File: config.mk
export PLATFORM = sky130hd
export DESIGN_NAME = core_bus_arbiter
export DESIGN_NICKNAME = d
export VERILOG_FILES = /design/src/rtl/core_bus_arbiter.sv
export SDC_FILE = /design/constraint.sdc
export NUM_CORES = 1
export LEC_CHECK = 0
export CAP_MARGIN = 20
export CORE_AREA = 2 2 198 200
export CTS_CLUSTER_SIZE = 10
export DETAILED_ROUTE_END_ITERATION = 12
export DIE_AREA = 0 0 200 202
export HOLD_SLACK_MARGIN = 0.05
export PLACE_DENSITY = 0.52
export SYNTH_ARGS = -nofsm -noshare
export SYNTH_HDL_FRONTEND = slang
export SYNTH_SLANG_ARGS = --single-unit
File: constraint.sdc
create_clock -name clk -period 1.7 [get_ports clk]
set_input_delay 0.34 -clock clk [delete_from_list [all_inputs] [get_ports clk]]
set_output_delay 0.34 -clock clk [all_outputs]
set_load 0.01 [all_outputs]
File: src/rtl/core_bus_arbiter.sv
// Merges the CPU instruction and data request ports onto one single-beat memory channel.
// Latency: grant cycle, then at least one BUSY cycle; zero-wait memory gives one transaction per 2 cycles.
// Backpressure: requesters hold valid until data_ok; one outstanding request, completed by oresp_ready.
module core_bus_arbiter #(
    parameter int ADDR_W       = 64,
    parameter int DATA_W       = 64,
    parameter int MAX_D_STREAK = 4
) (
    input  logic                  clk,
    input  logic                  rst,
    input  logic                  ireq_valid,
    input  logic [ADDR_W-1:0]     ireq_addr,
    output logic                  iresp_addr_ok,
    output logic                  iresp_data_ok,
    output logic [31:0]           iresp_data,
    input  logic                  dreq_valid,
    input  logic [ADDR_W-1:0]     dreq_addr,
    input  logic [2:0]            dreq_size,
    input  logic [DATA_W/8-1:0]   dreq_strobe,
    input  logic [DATA_W-1:0]     dreq_data,
    output logic                  dresp_addr_ok,
    output logic                  dresp_data_ok,
    output logic [DATA_W-1:0]     dresp_data,
    output logic                  oreq_valid,
    output logic [ADDR_W-1:0]     oreq_addr,
    output logic                  oreq_write,
    output logic [2:0]            oreq_size,
    output logic [DATA_W/8-1:0]   oreq_strobe,
    output logic [DATA_W-1:0]     oreq_data,
    input  logic                  oresp_ready,
    input  logic [DATA_W-1:0]     oresp_data
);
    localparam int          STRB_W     = DATA_W / 8;
    localparam logic [2:0]  SIZE_WORD  = 3'd2;
    localparam logic [3:0]  STREAK_MAX = 4'(MAX_D_STREAK);

    typedef enum logic [1:0] {IDLE = 2'd0, BUSY_I = 2'd1, BUSY_D = 2'd2} state_t;

    typedef struct packed {
        logic [ADDR_W-1:0] addr;
        logic [2:0]        size;
        logic [STRB_W-1:0] strobe;
        logic [DATA_W-1:0] data;
    } req_t;

    state_t     state_q, state_d;
    req_t       cap_q, cap_d;
    logic [3:0] streak_q, streak_d;
    logic       grant_d, grant_i, done, busy;

    always_comb begin
        state_d  = state_q;
        cap_d    = cap_q;
        streak_d = streak_q;
        grant_d  = 1'b0;
        grant_i  = 1'b0;
        done     = 1'b0;
        case (state_q)
            IDLE: begin
                if (dreq_valid && (!ireq_valid || streak_q < STREAK_MAX)) begin
                    grant_d      = 1'b1;
                    state_d      = BUSY_D;
                    cap_d.addr   = dreq_addr;
                    cap_d.size   = dreq_size;
                    cap_d.strobe = dreq_strobe;
                    cap_d.data   = dreq_data;
                    // Streak only grows while the ibus is actually waiting.
                    if (ireq_valid)
                        streak_d = (streak_q == 4'hF) ? 4'hF : streak_q + 4'd1;
                    else
                        streak_d = 4'd0;
                end else if (ireq_valid) begin
                    grant_i      = 1'b1;
                    state_d      = BUSY_I;
                    cap_d.addr   = ireq_addr;
                    cap_d.size   = SIZE_WORD;
                    cap_d.strobe = '0;
                    cap_d.data   = '0;
                    streak_d     = 4'd0;
                end
            end
            BUSY_I, BUSY_D: begin
                if (oresp_ready) begin
                    done    = 1'b1;
                    state_d = IDLE;
                end
            end
            default: state_d = IDLE;
        endcase
    end

    always_ff @(posedge clk) begin
        if (rst) begin
            state_q  <= IDLE;
            cap_q    <= '0;
            streak_q <= 4'd0;
        end else begin
            state_q  <= state_d;
            cap_q    <= cap_d;
            streak_q <= streak_d;
        end
    end

    assign busy = (state_q != IDLE);

    // Handshakes are masked during reset so an abandoned transaction never completes.
    assign dresp_addr_ok = grant_d && !rst;
    assign iresp_addr_ok = grant_i && !rst;
    assign dresp_data_ok = done && (state_q == BUSY_D) && !rst;
    assign iresp_data_ok = done && (state_q == BUSY_I) && !rst;

    assign dresp_data = dresp_data_ok ? oresp_data : '0;
    assign iresp_data = !iresp_data_ok ? 32'd0 :
                        (cap_q.addr[2] ? oresp_data[63:32] : oresp_data[31:0]);

    assign oreq_valid  = busy;
    assign oreq_addr   = busy ? cap_q.addr   : '0;
    assign oreq_size   = busy ? cap_q.size   : 3'd0;
    assign oreq_strobe = busy ? cap_q.strobe : '0;
    assign oreq_data   = busy ? cap_q.data   : '0;
    assign oreq_write  = busy && (|cap_q.strobe);
endmodule

==> results.cfg <==
[run_status]
status = finished with violations
violations = negative setup slack

[logic_synthesis]
async_flop_share = 0
synth-xor-area-share = 0
synth_cells = 1057
yosys.area.top_type = dfxtp_1
synth_compound_area_frac = 0.1660
synth-simple-area-share = 0.3533
ys_types = 32
yosys_warnings = 0
synth_nets = 1333
synth_edf_count = 0
netlist_top_cells_area = dfxtp_1 (36%), nor2b_1 (11%), a311oi_1 (7.0%)
synthFlopType = dfxtp_1
yosys.area.top_type_share = 0.3619
yosys_register_bits = 145
synth_top_family_by_area = simple AND/OR/NAND/NOR gates
syn_avg_cell_area_um2 = 7.589
synth_mux_area_frac = 0.03993
yosysSeqAreaShare = 0.3619
synth_area_um2 = 8021
synthAdderAreaFrac = 0.006239

[worst_setup_path]
worstSetupPathType = flip-flop to primary output
timing.rr.start = state_q[1]
cp_cell_sequence = inv_2 -> ha_4 -> and4b_4 -> buf_4 -> buf_12 -> and2_1 -> buf_2
r2r_setup_slack_ps = -290
r2r-end = cap_q[119]
max_stage_delay_ps = 340
rr_worst_depth = 11
crit_path_end_kind = primary output
slowest_stage = dfxtp_2
arrival_ps = 1930
worstPathMaxFanout = 17
start_kind = flip-flop
cp_data_required_time_ps = 1360

[place]
hpwl_um = 29040
io_buffers = 512
post-place-cells = 2042
pre_cts_slack_ps = -750.0
place_congestion = 0.8703

[hold_path]
min_path_type = flip-flop to flip-flop
whs_path_depth = 2
min_to = cap_q[24]
min-delay-start = cap_q[24]

[grt]
grt_overflow_total = 0
met2_usage = 0.3641
grt_first_pass_wirelength_um = 60770
track_usage = 0.1969
antenna_found_initial = 2
grt.busiest_layer = met2
use_met1 = 0.2279
grt_pass1_vias = 9774
grt_use_met3 = 0.03487
grt_max_degree = 87

[die]
rows = 72
die_area_um2 = 40400
dieHeight_um = 202
die_x_um = 200
core-area_um2 = 38290
start_util = 0.2095
io_pins = 513

[routing]
ant_nets = 0
drt_iter0_markers = 617
first_pass_iters = 5
wl_per_cell_um = 22.08
num_vias = 10740
wirelength_um = 48340
viasPerCell = 4.905
drc_errors = 0

[sta]
relSlewSlack = 0.3218
max_freq_ghz = 0.4415
clock_skew_ps = 11.09
slew_violations = 0
min_period_ps = 2265
finalHoldViolations = 0
finalSetupViolations = 373
fin_ws_ps = -565.2
worst_hold_slack_ps = 452.0
worst_pin_slew_ps = 1017
rsz0062_at_grt = yes
min_period_over_period = 1.332

[power]
swShare = 0.3339
p_int_uw = 9364
pwr-share-clk = 0.283
leakage_uw = 0.007614
p_sw_uw = 4694
combPwrFrac = 0.429
max-vdd-ir-drop_mv = 0.6317
seq_power_share = 0.288
power_density_nw_per_um2 = 756.6

[cells_and_area]
layout_common_cells = clkdlybuf4s50_1 (269), buf_6 (151), dfxtp_1 (142)
drive_above_1_share = 0.5093
n_antenna_cell = 0
nFillCells = 3563
final_common_cell = clkdlybuf4s50_1
nets = 1934
finalNonFillerCells = 2189
syn_to_final_growth_pct = 131.6
ff_latch_area_um2 = 2907
multi_input_area_um2 = 6777

[job]
drv_cap = 0

[clock_network]
clock_sinks = 145
cts-buffers-inserted = 17
clkSlewWorstSetupHoldPaths_ps = 70
cts_tree = done
clockBufferDepth = 2
cts_max_level = 4
clock_latency_ps = 440
root_buffer = clkbuf_16
## flip-flops by register name, summed over array words and instances (netlist names)
name	flops
state_q	2
cap_q	139
streak_q	4
## logic make-up after synthesis
| logic type | Yosys count |
|---|---|
| simple gates | 533 |
| mux | 32 |
| flops | 145 |
| fa+ha+maj | 4 |
| compound gates | 215 |
| buf+inv | 128 |
## final cells by class
class                      count  area share
timing repair buffer         704      0.4102
tap                          518     0.03488
multi-input combinational    785      0.3647
clock inverter                13    0.008148
clock buffer                  19     0.02438
sequential                   145      0.1564
inverter                       5    0.001279
## power by group through the flow
stage | registers, uW | clock network (uW) | logic (uW)
6_report | 4050 | 3970 | 6030
5_1_grt | 4090 | 4180 | 6310
4_1_cts | 3900 | 4040 | 3760
3_5_place_dp | 3970 | 0 | 3380
3_3_place_gp | 3960 | 0 | 3370
2_1_floorplan | 3920 | 0 | 1530
## worst max-delay path, delay by kind of cell, from the launching register on
kind                     cells  cell delay [ps]
buffers and inverters        4              450
AND/OR/NAND/NOR              2              420
adder cells (fa/ha/maj)      1              270
flip-flops                   1              340
## metrics by stage
step / setup TNS (ps) / power, uW / cell area (um2) / util
global placement: -127810 / 7327 / 14220 / 0.3713
finish: -109480 / 14060 / 18580 / 0.4853
detailed placement: -133940 / 7349 / 14220 / 0.3713
global route: -132510 / 14580 / 18580 / 0.4853
floorplan: -281.9 / 5452 / 8149 / -
CTS: -110330 / 11690 / 14910 / 0.3893
## cell usage after synthesis (11+ instances only)
master    count
a21oi_1      80
a311oi_1     64
and2_1       64
buf_2        39
buf_4        11
clkbuf_1     65
dfxtp_1     145
mux2i_1      32
nand2_1      78
nand3_1      65
nand4_1      75
nor2_1       97
nor2b_1     140
o21ai_0      55
o21ai_1      11
## per-layer routing
layer | part of all wire | up-vias
met5 | 0 | -
met4 | 0.027 | 0
met3 | 0.065 | 77
met2 | 0.51 | 445
met1 | 0.40 | 5283
li1 | - | 4931
## how the worst max path moves through the flow
stage / startpoint / end / slack, ps
2_1_floorplan: state_q[1] / dresp_data[54] / -9
3_3_place_gp: oresp_ready / dresp_data[26] / -690
3_5_place_dp: oresp_ready / dresp_data[41] / -750
4_1_cts: state_q[0] / dresp_data[41] / -590
5_1_grt: state_q[0] / dresp_data[41] / -630
6_report: state_q[0] / dresp_data[9] / -570
## what timing repair did
| action | 4_1_cts | 5_1_grt |
|---|---|---|
| gates cloned | 15 | 34 |
| buffers inserted | 27 | 50 |
| endpoints found under the setup margin | 307 | 379 |
| pin swaps | 36 | 197 |
| resized for setup | 1102 | 632 |
| hold endpoints to repair | 0 | 0 |
| hold buffers | 0 | 0 |
(Power assumes the default switching activity.)
